[src/rtl/imem_loader_pkg.sv]
// Shared types and constants for the instruction-memory byte loader.
package imem_loader_pkg;

  typedef enum logic [1:0] {
    IDLE,
    RECV,
    WRITE,
    DONE
  } state_t;

  localparam int unsigned DEFAULT_IMEM_BYTES = 128;
  localparam int unsigned WORD_BYTES         = 4;
  localparam logic [31:0] IMEM_ADDR_MASK     = 32'h0000_007F;

  // Byte address of a word index, wrapped to the instruction memory size.
  function automatic logic [31:0] word_byte_addr(input logic [29:0] idx);
    return {idx, 2'b00} & IMEM_ADDR_MASK;
  endfunction

endpackage

[src/rtl/imem_loader_byte_assembler.sv]
// Packs incoming bytes little-endian into a 32-bit word; byte k lands in lane k.
module byte_assembler (
  input  logic        clk,
  input  logic        reset,
  input  logic        clear,
  input  logic        byte_en,
  input  logic [7:0]  byte_data,
  output logic [31:0] word,
  output logic        word_full
);

  logic [1:0] cnt;

  always_ff @(posedge clk) begin
    if (reset || clear) begin
      cnt  <= '0;
      word <= '0;
    end else if (byte_en) begin
      word[{cnt, 3'b000} +: 8] <= byte_data;
      cnt                      <= cnt + 2'd1;
    end
  end

  // High while the byte that completes the word is being taken.
  assign word_full = byte_en && (cnt == 2'd3);

endmodule

[src/rtl/imem_loader.sv]
// Streams bytes into instruction memory as consecutive words from address 0, holding the core meanwhile.
module imem_loader
  import imem_loader_pkg::*;
#(
  parameter int unsigned IMEM_BYTES = DEFAULT_IMEM_BYTES,
  parameter int unsigned LEN_W      = 6
) (
  input  logic             clk,
  input  logic             reset,
  input  logic             load_start,
  input  logic [LEN_W-1:0] load_words,
  input  logic             byte_valid,
  input  logic [7:0]       byte_data,
  output logic             byte_ready,
  output logic             imem_we,
  output logic [31:0]      imem_addr,
  output logic [31:0]      imem_wdata,
  output logic             core_hold,
  output logic             load_done,
  output logic             load_err,
  output logic [LEN_W-1:0] words_loaded
);

  localparam logic [LEN_W-1:0] MAX_WORDS = LEN_W'(IMEM_BYTES / WORD_BYTES);

  state_t           state, state_next;
  logic [LEN_W-1:0] len_q;
  logic [31:0]      word;
  logic             word_full;
  logic             start_ok, start_bad, byte_en, asm_clear, last_word;

  assign start_ok  = (state == IDLE) && load_start && (load_words <= MAX_WORDS);
  assign start_bad = (state == IDLE) && load_start && (load_words > MAX_WORDS);
  assign byte_en   = byte_valid && (state == RECV);
  assign asm_clear = start_ok || (state == WRITE);
  assign last_word = (words_loaded + LEN_W'(1)) == len_q;

  byte_assembler u_asm (
    .clk       (clk),
    .reset     (reset),
    .clear     (asm_clear),
    .byte_en   (byte_en),
    .byte_data (byte_data),
    .word      (word),
    .word_full (word_full)
  );

  always_ff @(posedge clk) begin
    if (reset) state <= IDLE;
    else       state <= state_next;
  end

  always_comb begin
    state_next = state;
    unique case (state)
      IDLE: begin
        if (start_ok) state_next = (load_words == '0) ? DONE : RECV;
      end
      RECV:  if (word_full) state_next = WRITE;
      WRITE: state_next = last_word ? DONE : RECV;
      DONE:  state_next = IDLE;
      default: state_next = IDLE;
    endcase
  end

  always_comb begin
    byte_ready = (state == RECV);
    imem_we    = (state == WRITE);
    core_hold  = (state != IDLE);
    load_done  = (state == DONE);
    imem_addr  = '0;
    imem_wdata = '0;
    if (state == WRITE) begin
      imem_addr  = word_byte_addr(30'(words_loaded));
      imem_wdata = word;
    end
  end

  always_ff @(posedge clk) begin
    if (reset) begin
      len_q        <= '0;
      load_err     <= 1'b0;
      words_loaded <= '0;
    end else begin
      if (start_ok) begin
        len_q        <= load_words;
        load_err     <= 1'b0;
        words_loaded <= '0;
      end else if (start_bad) begin
        load_err <= 1'b1;
      end
      if (state == WRITE) words_loaded <= words_loaded + LEN_W'(1);
    end
  end

endmodule

[config.mk]
export PLATFORM = sky130hd
export DESIGN_NAME = imem_loader
export DESIGN_NICKNAME = d
export VERILOG_FILES = /design/src/rtl/imem_loader_pkg.sv /design/src/rtl/imem_loader_byte_assembler.sv /design/src/rtl/imem_loader.sv
export SDC_FILE = /design/constraint.sdc
export NUM_CORES = 1
export LEC_CHECK = 0
export CAP_MARGIN = 20
export CORE_MARGIN = 4
export CORE_UTILIZATION = 35
export CTS_BUF_LIST = sky130_fd_sc_hd__clkbuf_4
export DETAILED_ROUTE_END_ITERATION = 16
export GPL_TIMING_DRIVEN = 0
export MAX_ROUTING_LAYER = met4
export PLACE_DENSITY = 0.73
export SYNTH_ARGS = -nofsm -noshare
export SYNTH_HDL_FRONTEND = slang
export SYNTH_SLANG_ARGS = --single-unit
[constraint.sdc]
create_clock -name clk -period 1.7 [get_ports clk]
set_input_delay 0.34 -clock clk [delete_from_list [all_inputs] [get_ports clk]]
set_output_delay 0.34 -clock clk [all_outputs]
set_load 0.05 [all_outputs]
After elaboration in Yosys (flattened, before gate mapping)
Index checks and enable logic that the tools add are counted.
{"block": "totals", "ff_bits": 49, "elab_cells": 43, "input_bits": 18, "out_inout_bits": 75}
{"block": "classes", "mux": 10, "n_lt_le_gt_ge": 2, "n_reduce_logical": 13, "add_sub_neg": 3, "n_shift": 2, "n_eq_ne": 7}
{"op": "bitwise mux 32 bit", "count": 1}
{"op": "two-way mux 32 bit", "count": 1}
{"op": "variable shift 8 x 7 -> 32 bit, first input constant", "count": 1}
{"op": "variable part select 8 x 7 -> 32 bit", "count": 1}
{"op": "two-way mux 6 bit", "count": 2}
{"op": "two-way mux 2 bit", "count": 4}
{"op": "one-hot mux 2 bit (4 select lines)", "count": 1}
{"op": "two-way mux 7 bit", "count": 1}
{"op": "negation 5 -> 7 bit", "count": 1}
{"op": "adder 6 x 1 -> 6 bit, second input constant", "count": 1}
{"op": "== test 2 bit, second input constant", "count": 3}
{"op": "== test 6 bit", "count": 1}
{"op": "greater-than comparator 6 bit, second input constant", "count": 1}
{"op": "<= comparator 6 bit, second input constant", "count": 1}
{"op": "zero test 6 bit", "count": 1}
{"op": "logical AND 1 bit", "count": 5}
{"op": "nonzero test 2 bit", "count": 2}
{"op": "adder 2 x 1 -> 2 bit, second input constant", "count": 1}
{"op": "== test 2 x 1 -> 1 bit, second input constant", "count": 1}
{"op": "zero test 2 bit", "count": 1}
{"op": "logical OR 1 bit", "count": 2}
{"op": "!= test 2 x 1 -> 1 bit, second input constant", "count": 1}
{"op": "!= test 2 bit, second input constant", "count": 1}
{"op": "AND reduction 2 bit", "count": 1}
{"op": "OR reduction 2 bit", "count": 1}

Longest topological paths before layout
Gate-level depths: netlist (run 1).
{"block": "depth", "word_depth": 5, "depth_mapped": 8, "mapped_depth_nobuf": 6}

Cells and area by module
A second synthesis (run 1) with hierarchy kept.
{"block": "hier_totals", "cells_unflattened": 315, "area_unflattened_um2": 2676.3}
{"module": "byte_assembler", "cells_per_inst": 141, "seq_area_each_um2": 680.7, "instances": 1, "area_each_um2": 1350.0}
{"module": "imem_loader", "cells_per_inst": 174, "seq_area_each_um2": 300.3, "instances": 1, "area_each_um2": 1326.3}

Least setup slack after synthesis (run 1)
No wires, ideal clock.
{"block": "synth_path", "path_type": "reg-to-output", "from": "reg state[0]", "to": "out imem_addr[3]", "stages_incl_launch_ff": 6, "n_path_buf": 2, "required_ns": 1.360, "arrival_ns": 1.787, "path_slack_ns": -0.427, "cell_sequence": "dfxtp_1 -> nand2b_1 -> buf_2 -> inv_2 -> clkbuf_1 -> and2_1"}
{"block": "synth_between", "elab_chain_cells": 2}
{"element": "start, declared", "line": "imem_loader.sv:26", "source": "state_t state, state_next;"}
{"element": "start signal, assigned", "line": "imem_loader.sv:50", "source": "else state <= state_next;"}
{"element": "== test 2 bit"}
{"element": "net imem_we", "line": "imem_loader.sv:15", "source": "output logic imem_we,"}
{"element": "two-way mux 7 bit", "line": "imem_loader.sv:73", "source": "if (state == WRITE) begin"}
{"element": "end, declared", "line": "imem_loader.sv:16", "source": "output logic [31:0] imem_addr,"}
The timed path passes the listed nets, and every way through them passes these cells.

Final worst setup path (run 1)
{"block": "layout_path", "from": "reg state[0]", "to": "out imem_wdata[8]"}
{"block": "layout_between", "elab_chain_cells": 2}
{"element": "== test 2 bit", "line": "imem_loader.sv:73"}
{"element": "two-way mux 32 bit", "line": "imem_loader.sv:73"}
{"element": "end, declared", "line": "imem_loader.sv:17", "source": "output logic [31:0] imem_wdata,"}
No other way between the ends.

==> impl_metrics.json, run 1 <==
{
  "p_switching_uw": 780.2,
  "synth_mux_area_share_pct": 0,
  "avgSynthCellArea_um2": 8.066,
  "clk_pin_slew_ns": 0.15,
  "clk_latency_ns": 0.36,
  "grt_pass1_vias": 2536,
  "n_antenna_cell": 0,
  "finalCritPeriodShare_pct": 110.4,
  "utilization_pct": 59.88,
  "async_flop_share_pct": 0,
  "p_seq_share_pct": 47.2,
  "total_power_uw": 2513,
  "port_buffers": 65,
  "dieArea_mm2": 0.009215,
  "rows": 31,
  "initial_core_util_pct": 36.77,
  "yosysTopAreaCellShare_pct": 36.20,
  "synth_area_leader_cell": "dfxtp_1",
  "drive_above_1_share_pct": 43.41,
  "finalCriticalPeriod_ns": 1.877,
  "p_leak_uw": 0.001816,
  "arrival_ns": 1.54,
  "hpwl_um": 5525,
  "drt_pass1_iterations": 5,
  "final_cells": 562,
  "pre_cts_ws_ns": -0.7840,
  "synthSimpleGateAreaFrac_pct": 29.82,
  "report.final.slew_viol_count": 0,
  "syn_area_mm2": 0.002710,
  "grt_overflow": 0,
  "ys.flop_type": "dfxtp_1",
  "root_buffer": "clkbuf_4",
  "vias": 2765,
  "p_clk_share_pct": 27.2,
  "power_density_mw_per_mm2": 569.6,
  "ys_ff_latch": 49,
  "drc": 0,
  "hold_violations": 0,
  "grt_max_degree": 16,
  "yosysWarnings": 0,
  "crit_start": "state[0]",
  "drt-total-wl_um": 8556,
  "fill_cells": 602,
  "ant_nets": 0,
  "cts_htree_levels": 2,
  "p_sw_share_pct": 31.04,
  "synth_edf_count": 0,
  "combPwrFrac_pct": 25.6,
  "fp.coreArea_mm2": 0.007370,
  "worstPathMaxFanout": 6,
  "holdWs_ns": 0.3836,
  "synth_cells": 336,
  "area_delta_synth_final_pct": 62.83,
  "regToRegStartpoint": "state[0]",
  "setup.worst_path.class": "reg -> out",
  "cts_buffer_depth": 2,
  "ys_seq_area_share_pct": 36.20,
  "worstSetupStartpointType": "flip-flop",
  "grt_usage_pct": 18.09,
  "setup_violations": 38,
  "drt_iter0_markers": 205,
  "die_y_um": 96.00,
  "p_int_uw": 1733,
  "fin_worst_skew_ns": 0.006227,
  "synth-compound-area-share_pct": 14.91,
  "antenna_found_initial": 0,
  "die_w_um": 96.00,
  "ios": 93,
  "rsz0062_at_grt": "true",
  "via_per_inst": 4.920,
  "cts_num_sinks": 49,
  "cts_made_buffers": 5,
  "layout_setup_ws_ns": -0.1767,
  "synth_fa_ha_area_share_pct": 2.770,
  "holdCritPathClass": "in -> reg",
  "cp-end-kind": "output pin",
  "outcome": "finished with violations",
  "max_freq_mhz": 532.9,
  "synthXorXnorAreaFrac_pct": 3.232,
  "grt_pass1_wl_um": 12730,
  "cts_tree": "built",
  "ys_types": 38,
  "timing.max_cap.violations": 0,
  "worstPathRequired_ns": 1.36,
  "synth_top_family_by_area": "simple AND/OR/NAND/NOR gates",
  "peakVddDrop_mv": 0.4104,
  "place_congestion": 0.8258,
  "ys_top_cells_by_area": "dfxtp_1 36%, and2_1 9.0%, nand3_1 7.6%, buf_4 7.5%, nand2_1 6.8%",
  "place_inst": 526,
  "finalNetCount": 486,
  "synth_common_cells": "49 x dfxtp_1, 49 x nand2_1, 41 x nand3_1",
  "post_drt_wl_per_cell_um": 15.22,
  "min-delay-start": "load_words[3]",
  "violations": "negative setup slack"
}
[what timing repair did]
| item | CTS | global route |
|---|---|---|
| hold endpoints to repair | 0 | 0 |
| endpoints found under the setup margin | 87 | 74 |
| cloned | 6 | 0 |
| resized for setup | 394 | 31 |
| pin swaps | 12 | 14 |
| hold buffers | 0 | 0 |
| setup buffers | 17 | 7 |
[power by group through the flow]
| stage | Sequential (uW) | Combinational, uW | Clock, uW |
|---|---|---|---|
| 4_1_cts | 1190 | 607 | 701 |
| 3_3_place_gp | 1210 | 498 | 0 |
| 5_1_grt | 1190 | 677 | 739 |
| 2_1_floorplan | 1220 | 373 | 0 |
| 6_report | 1190 | 644 | 683 |
| 3_5_place_dp | 1210 | 504 | 0 |
[kinds of logic (layout without fill, tap and decap cells)]
family | after synthesis | after routing
XOR/XNOR | 10 | 10
other | 1 | 27
flip-flops | 49 | 49
buffers and inverters | 52 | 153
AO/OA/AOI/OAI | 58 | 58
AND/OR/NAND/NOR | 160 | 160
adder cells (fa/ha/maj) | 6 | 6
[cell usage in the layout (no fill, tap or decap), types with 2 or more instances in the layout]
cell and count:
dfxtp_2 4, inv_1 5, and2_4 36, and3_1 5
ha_1 4, conb_1 27, dfxtp_1 44, clkbuf_4 5
a211oi_1 2, a21oi_1 24, nor2_2 2, a311oi_1 2
clkinvlp_4 2, nor3_1 4, clkbuf_1 2, nor3b_4 3
clkdlybuf4s15_2 2, nand3_1 40, dlygate4sd2_1 6, buf_8 40
clkdlybuf4s50_1 13, a21oi_2 19, clkbuf_2 5, and2_1 3
xnor2_1 9, a21oi_4 2, buf_2 5, buf_12 3
o21ai_0 3, clkbuf_16 3, nor2_1 9, buf_6 4
nand2_1 49, buf_4 49, nand2b_4 2, clkbuf_8 3
[critical path, cell delays in order (launching register included)]
cell	delay, ns
dfxtp_2	0.37
nand2b_4	0.13
buf_8	0.13
clkinv_8	0.08
clkbuf_8	0.16
and2_4	0.16
buf_8	0.14
[state kept, by name, summed over array words and instances (netlist names)]
signal	flops
u_asm.cnt	2
load_err	1
words_loaded	6
state	2
len_q	6
u_asm.word	32
[layout make-up]
| class | instances | area [um^2] | area share [%] |
|---|---|---|---|
| timing repair inverter | 1 | 8.758 | 0.1985 |
| buffer | 43 | 396.6 | 8.988 |
| timing repair buffer | 94 | 1099 | 24.89 |
| multi-input combinational | 261 | 1674 | 37.94 |
| tap | 99 | 123.9 | 2.807 |
| clock inverter | 3 | 41.29 | 0.9356 |
| sequential | 49 | 989.7 | 22.43 |
| clock buffer | 5 | 37.54 | 0.8506 |
| inverter | 7 | 42.54 | 0.9640 |
[final timing paths]
kind / end / slack (ns) / cells past startpoint
worst max-delay path: imem_wdata[8] / -0.18 / 6
worst min-delay path: len_q[3] / 0.38 / 3
worst max register to register: u_asm.word[18] / 0.02 / 9
worst min register to register: u_asm.word[9] / 0.46 / 2
[routing by layer]
layer | share of wire [%] | vias to the layer above | global-route usage (%)
met4 | 3.7 | 0 | 6.517
li1 | - | 1328 | -
met1 | 40 | 1274 | 22.72
met5 | 0 | - | -
met3 | 6.0 | 35 | 3.049
met2 | 50 | 128 | 29.21
[metrics by stage]
step,TNS (ns),instance area (um^2)
after floorplan,-1.742,2833
after global placement,-46.20,3607
after detailed placement,-48.11,3607
after CTS,-5.595,4309
after global routing,-6.973,4413
final,-5.354,4413
Note: power is estimated with default switching activity, not from simulation.
==> inputs of run 2 (changes only) <==
--- a/config.mk
+++ b/config.mk
@@ -5,6 +5,7 @@
 export SDC_FILE = /design/constraint.sdc
 export NUM_CORES = 1
 export LEC_CHECK = 0
+export ABC_AREA = 1
 export CAP_MARGIN = 20
 export CORE_MARGIN = 4
 export CORE_UTILIZATION = 35
@@ -12,7 +13,7 @@
 export DETAILED_ROUTE_END_ITERATION = 16
 export GPL_TIMING_DRIVEN = 0
 export MAX_ROUTING_LAYER = met4
-export PLACE_DENSITY = 0.73
+export PLACE_DENSITY = 0.72
 export SYNTH_ARGS = -nofsm -noshare
 export SYNTH_HDL_FRONTEND = slang
 export SYNTH_SLANG_ARGS = --single-unit
==> impl_metrics.json, run 2 <==
{
  "setup_violations": 35,
  "drc": 0,
  "violations": "negative setup slack",
  "synth_cells": 412,
  "worstPathMaxFanout": 5,
  "cts_made_buffers": 5,
  "ant_nets": 0,
  "drt_pass1_iterations": 4,
  "ys_types": 33,
  "drt-total-wl_um": 8033,
  "finalCriticalPeriod_ns": 1.871,
  "syn_area_mm2": 0.002923,
  "setup.worst_path.class": "reg -> out",
  "regMostFlops": "u_asm.word",
  "root_buffer": "clkbuf_4",
  "power_density_mw_per_mm2": 553.6,
  "yosysWarnings": 0,
  "cp-end-kind": "output pin",
  "ys_seq_area_share_pct": 33.56,
  "place_area_mm2": 0.004096,
  "layout_commonest_cell": "nand2_1",
  "hold_path_end": "u_asm.word[18]",
  "hpwl_um": 5794,
  "initial_core_util_pct": 35.75,
  "timing.max_cap.violations": 0,
  "final_cell_mix": "65 x nand2_1, 57 x inv_1, 46 x dfxtp_1",
  "finalNetCount": 551,
  "fin_worst_skew_ns": 0.01930,
  "grt_max_degree": 15,
  "grt_pass1_vias": 2758,
  "fill_cells": 751,
  "outcome": "finished with violations",
  "regToRegStartpoint": "u_asm.cnt[0]",
  "ios": 93,
  "peakVddDrop_mv": 0.3152,
  "cts_htree_levels": 2,
  "finalCritPeriodShare_pct": 110.1,
  "vias": 2922,
  "grt_overflow": 0,
  "die_y_um": 99.39,
  "worst-r2r-cell-count": 9,
  "r2r_slack_ns": 0.08,
  "ys_ff_latch": 49,
  "p_leak_uw": 0.001792,
  "fin_area_mm2": 0.004542,
  "worstPathRequired_ns": 1.36,
  "place_congestion": 0.8494,
  "ys.flop_type": "dfxtp_1",
  "ys_top_cells_by_area": "dfxtp_1 34%, nand2_1 8.6%, nor2_1 7.7%, inv_1 7.6%, buf_4 6.9%",
  "synth_common_cells": "67 x nand2_1, 60 x nor2_1, 59 x inv_1",
  "async_flop_share_pct": 0,
  "drt_iter0_markers": 108,
  "n_antenna_cell": 0,
  "synth_edf_count": 0,
  "cts_tree": "built",
  "grt_usage_pct": 16.10,
  "port_buffers": 65,
  "max_freq_mhz": 534.4,
  "multiInputGateArea_mm2": 0.001775,
  "utilization_pct": 55.56,
  "drive_above_1_share_pct": 36.93,
  "synth_area_leader_cell": "dfxtp_1",
  "worstSetupStartpointType": "flip-flop",
  "largest_reg_flops": 32,
  "hold_depth": 2,
  "antenna_found_initial": 0,
  "cts_num_sinks": 49,
  "arrival_ns": 1.53,
  "timing.rr.end": "u_asm.word[26]",
  "area_delta_synth_final_pct": 55.39,
  "holdCritPathClass": "reg -> reg",
  "synthMostInstantiatedCell": "nand2_1",
  "min-delay-start": "u_asm.word[18]",
  "die_w_um": 99.39,
  "regArea_um2": 987.2,
  "post_drt_wl_per_cell_um": 12.69,
  "layout_setup_ws_ns": -0.1711,
  "grt_pass1_wl_um": 12680,
  "fp.coreArea_mm2": 0.008175,
  "yosysTopAreaCellShare_pct": 33.56,
  "dieArea_mm2": 0.009877,
  "clk_latency_ns": 0.37,
  "clk_pin_slew_ns": 0.14,
  "rows": 33,
  "avgSynthCellArea_um2": 7.094,
  "cts_buffer_depth": 2,
  "reg_top3": "u_asm.word (32), len_q (6), words_loaded (6)",
  "rsz0062_at_grt": "true",
  "hold_violations": 0,
  "report.final.slew_viol_count": 0,
  "setup_tns_ns": -4.968,
  "via_per_inst": 4.616
}
-- run 2: cell types whose count changed in the layout (fill, tap and decap cells not counted), sizes merged, moves of 16 or more --
| cell | previous run | this run |
|---|---|---|
| nand3 | 41 | 19 |
| nand2 | 49 | 75 |
| o21ai | 4 | 39 |
| inv | 6 | 62 |
| nor2 | 12 | 65 |
| nand4 | 0 | 16 |
| and2 | 39 | 0 |
-- run 2: worst max-delay path, cell delays in order (launching register included) --
cell and delay (ns):
dfxtp_2 0.38, inv_4 0.04, nor2_4 0.11, buf_12 0.14
clkinv_8 0.06, clkbuf_16 0.16, nor2_4 0.11, buf_8 0.15
-- run 2: per-layer routing --
| layer | track usage, % | up-vias | wire (um) |
|---|---|---|---|
| met5 | - | - | 0 |
| met4 | 5.042 | 0 | 159 |
| met3 | 3.226 | 18 | 476 |
| met2 | 26.03 | 106 | 3930 |
| met1 | 20.26 | 1330 | 3466 |
| li1 | - | 1468 | - |
-- run 2: per-stage QoR --
step	power, uW	std cells	worst slack [ns]	hold WS (ns)
after global placement	1776	608	-0.6760	0.4510
final	2515	633	-0.1711	0.4773
after detailed placement	1784	608	-0.7010	0.4562
after CTS	2477	623	-0.1946	0.4742
after floorplan	1657	438	-0.1536	0.4091
after global routing	2611	633	-0.2390	0.4965
-- run 2: final cells by class --
type                            count  share of cell area [%]
Inverter                           66                   6.171
Clock inverter                      2                  0.7438
Multi-Input combinational cell    282                   39.09
Tap cell                          105                   2.893
Clock buffer                        6                  0.9917
Buffer                             41                   8.320
Sequential cell                    49                   21.74
Timing Repair Buffer               80                   19.64
Timing Repair inverter              2                  0.4132
-- run 2: worst max path at each step --
stage                         from             end  slack, ns  depth (start not counted)
final                     state[1]  imem_wdata[24]      -0.17                          7
after global routing      state[1]  imem_wdata[24]      -0.24                          7
after CTS                 state[0]    imem_addr[2]      -0.19                          6
after detailed placement  state[1]  imem_wdata[15]      -0.70                          6
after global placement    state[1]  imem_wdata[15]      -0.68                          6
after floorplan           state[1]    imem_addr[2]      -0.15                          5
-- run 2: cells by family after synthesis --
| logic type | share of synthesized area [%] |
|---|---|
| other cells | 0.1283 |
| buf+inv | 19.69 |
| xor+xnor | 0.5994 |
| simple gates | 29.45 |
| flops | 33.56 |
| fa+ha+maj | 2.568 |
| compound gates | 14.00 |
-- run 2: report_power, final --
group	internal (uW)	leakage, uW	switching [uW]
clock	323	0.0000433	365
combinational	216	0.00135	416
sequential	1180	0.000398	18.5
total	1720	0.00179	799
-- run 2: what timing repair did --
item | CTS | global route
pin swaps | 1 | 5
setup buffers | 5 | 8
endpoints found under the hold margin | 0 | 0
endpoints found under the setup margin | 66 | 74
gates resized for setup | 304 | 46
hold buffers | 0 | 0
gates cloned | 2 | 3
==> RTL change (flow settings as in run 2) <==
Change the parameter `LEN_W` from 6 to 4.
--- a/src/rtl/imem_loader.sv
+++ b/src/rtl/imem_loader.sv
@@ -5,3 +5,3 @@
   parameter int unsigned IMEM_BYTES = DEFAULT_IMEM_BYTES,
-  parameter int unsigned LEN_W      = 6
+  parameter int unsigned LEN_W      = 4
 ) (
Interface: changed (resized load_words and words_loaded); port bits go from 93 to 89. No check against the original RTL was run, so the function may have changed too.
==> RTL change against run 2 <==
- the flow still finishes with violations (setup timing)
- count of clock-buffer cells in the layout unchanged
- critical path depth unchanged
- total power shrank 17%
- routed wire length is 17% lower
- non-clock buffer count down 5
- sequential share of layout area increased by 0.30 points
- synthesized area decreased by 10%
- worst setup slack improved by 5.8 ps
- via count decreased by 11%
- global-route usage shrank 0.27 points
- final area is 8.8% lower
- register-to-register slack better by 40 ps
- sequential cell count is 4 lower
- utilization increased by 1.2 points
- critical path type unchanged
- largest cell class unchanged
- highest routed layer unchanged
==> RTL change: results (changes against run 2) <==
STA
The setup skew after layout is 19.85 ps (+0.5517 ps). The sum of negative setup slack is -4390 ps (+578.4 ps). The worst setup slack after layout is -165.3 ps (+5.785 ps). The final number of setup-violating endpoints came to 36 (+2.9%). The final max-slew violation count is 0 (unchanged).

Yosys
The number of distinct standard cells referenced by the synthesized netlist is 26 (-21%). The number of cells produced by synthesis was 385 (-6.6%). The most frequently used flop master after synthesis is sky130_fd_sc_hd__dfxtp_1. Ranked by instance count, the synthesized netlist is headed by sky130_fd_sc_hd__nor2_1 (78), sky130_fd_sc_hd__inv_1 (64), sky130_fd_sc_hd__dfxtp_1 (45), sky130_fd_sc_hd__nand2_1 (40), sky130_fd_sc_hd__buf_4 (31). The share of the yosys chip area belonging to registers is 34.29% (+0.72 points). The async set or reset register ratio after synthesis was 0% (unchanged). The total number of yosys warnings is 0 (unchanged). After synthesis, the cell types taking the most area are sky130_fd_sc_hd__dfxtp_1 (34%), sky130_fd_sc_hd__nor2_1 (11%), sky130_fd_sc_hd__inv_1 (9.1%), sky130_fd_sc_hd__buf_4 (8.9%), sky130_fd_sc_hd__nand2_1 (5.7%).

Cells and area
The final net count is 516 (-6.4%). The number of fill cells is 681 (-9.3%). The filler-free cell count of the finished design is 594 (-6.2%). The largest registers in the layout are u_asm.word: 32 flops, len_q: 4 flops, words_loaded: 4 flops. The number of inserted diodes is 0 (unchanged). The fraction of final layout cells with drive strength greater than 1 came to 37.58% (+0.64 points).

Global routing
The total routing resource utilization after global routing came to 15.83% (-0.27 points). The via count of the first global-routing pass is 2437 (-12%). The wire length of the first global-routing pass is 11030 um (-13%). The number of antenna violations at the first check in global routing was 0 (unchanged). The maximum number of pins on one net before global-route repair was 15 (unchanged).

Placement
The final weighted congestion of routability-driven global placement is 0.8467 (-0.32%). The detailed-placement wirelength estimate was 5096 um (-12%). The number of placed instances with taps included was 571 (-6.1%). The number of I/O port buffers is 60 (-7.7%).

CTS
The later-pin clock latency in the skew report is 370 ps (about the same). The H-tree depth is 2 (unchanged). The buffer levels on the longest clock path came to 2 (unchanged). The root buffer cell is sky130_fd_sc_hd__clkbuf_4. The clock transition at the registers of the reported paths is 140 ps (about the same). The CTS buffer count is 5 (unchanged).

Power
The peak supply drop is 0.2765 mV (-12%). The static power due to leakage is 1.685 nW (-6.0%).

Drt
The final wirelength is 6686 um (-17%). The number of optimization iterations in the first detailed-route pass is 4 (unchanged). The detailed-route via count was 2593 (-11%).

The detailed router's first-iteration violation count is 96 (-11%).

Hold path
The path type of the worst min-delay path is reg2reg. The launch point of the worst hold path is len_q[0].

Run status
The checks that failed: setup timing. The flow ran to the end, but the final reports show violations.

Critical path
The startpoint identified for the worst register-to-register timing path is u_asm.cnt[0]. Tracing the worst setup path back leads to its startpoint at state[1]. The arrival time at the worst endpoint is 1530 ps (about the same). The peak fanout along the critical path came to 7 (+2).
==> RTL change: cell count changes in the layout (fill, tap and decap cells not counted), sizes merged, moves of 4 or more <==
cell,change
a21oi,-17
clkbuf,-4
dfxtp,-4
inv,+5
nand2,-29
nand3,+14
nand4,-12
nor2,+19
==> RTL change: per-stage QoR <==
stage	setup slack (ps)	util, %	cell area, um2	total power [mW]	hold slack [ps]
3_3_place_gp	-572.9	51.41	3749	1.418	428.3
3_5_place_dp	-585.3	51.41	3749	1.420	436.2
2_1_floorplan	-112.8	-	3024	1.352	409.1
5_1_grt	-251.6	56.78	4140	2.180	463.8
6_report	-165.3	56.78	4140	2.096	455.1
4_1_cts	-176.9	55.35	4036	2.099	455.7
==> RTL change: logic make-up after synthesis <==
logic type / synth area share [%]
simple gates: 30.76
buf+inv: 21.67
compound gates: 10.29
flops: 34.29
fa+ha+maj: 2.857
other cells: 0.1427
==> RTL change: power by group <==
part           switching [mW]  internal (mW)
logic                   0.240          0.107
registers             0.00462           1.06
clock network           0.357          0.329
==> RTL change: layout make-up <==
type                       count  area (um2)  area share [%]
buffer                        41       371.6           8.976
multi-input combinational    256        1582           38.20
tap                           99       123.9           2.992
sequential                    45       912.1           22.03
timing repair buffer          75       790.8           19.10
clock buffer                   6       45.04           1.088
inverter                      70       276.5           6.679
clock inverter                 2       38.79          0.9368
==> RTL change: worst max-delay path: stages, from the launching register on <==
cell and delay, ps:
sky130_fd_sc_hd__dfxtp_4 380, sky130_fd_sc_hd__inv_4 40, sky130_fd_sc_hd__nor2_4 130, sky130_fd_sc_hd__inv_4 70
sky130_fd_sc_hd__buf_12 140, sky130_fd_sc_hd__buf_12 140, sky130_fd_sc_hd__nor2_4 80, sky130_fd_sc_hd__buf_6 160
==> RTL change: path summary, 6_finish.rpt <==
| check | slack (ps) | to | cells after the start |
|---|---|---|---|
| min reg2reg | 460 | len_q[0] | 2 |
| max | -170 | imem_wdata[1] | 7 |
| min | 460 | len_q[0] | 2 |
| max reg2reg | 120 | u_asm.word[7] | 8 |
==> RTL change: what timing repair did <==
| action | 4_1_cts | 5_1_grt |
|---|---|---|
| setup endpoints to repair | 75 | 72 |
| cloned | 1 | 0 |
| resized for setup | 302 | 33 |
| pin swaps | 3 | 3 |
| buffers inserted | 8 | 6 |
==> RTL change: metal layers <==
| metal | global-route usage [%] | wire [um] | up-vias |
|---|---|---|---|
| met5 | - | 0 | - |
| met4 | 4.087 | 72 | 0 |
| met3 | 2.948 | 370 | 9 |
| met2 | 27.30 | 3402 | 70 |
| met1 | 18.93 | 2841 | 1172 |
| li1 | - | - | 1342 |
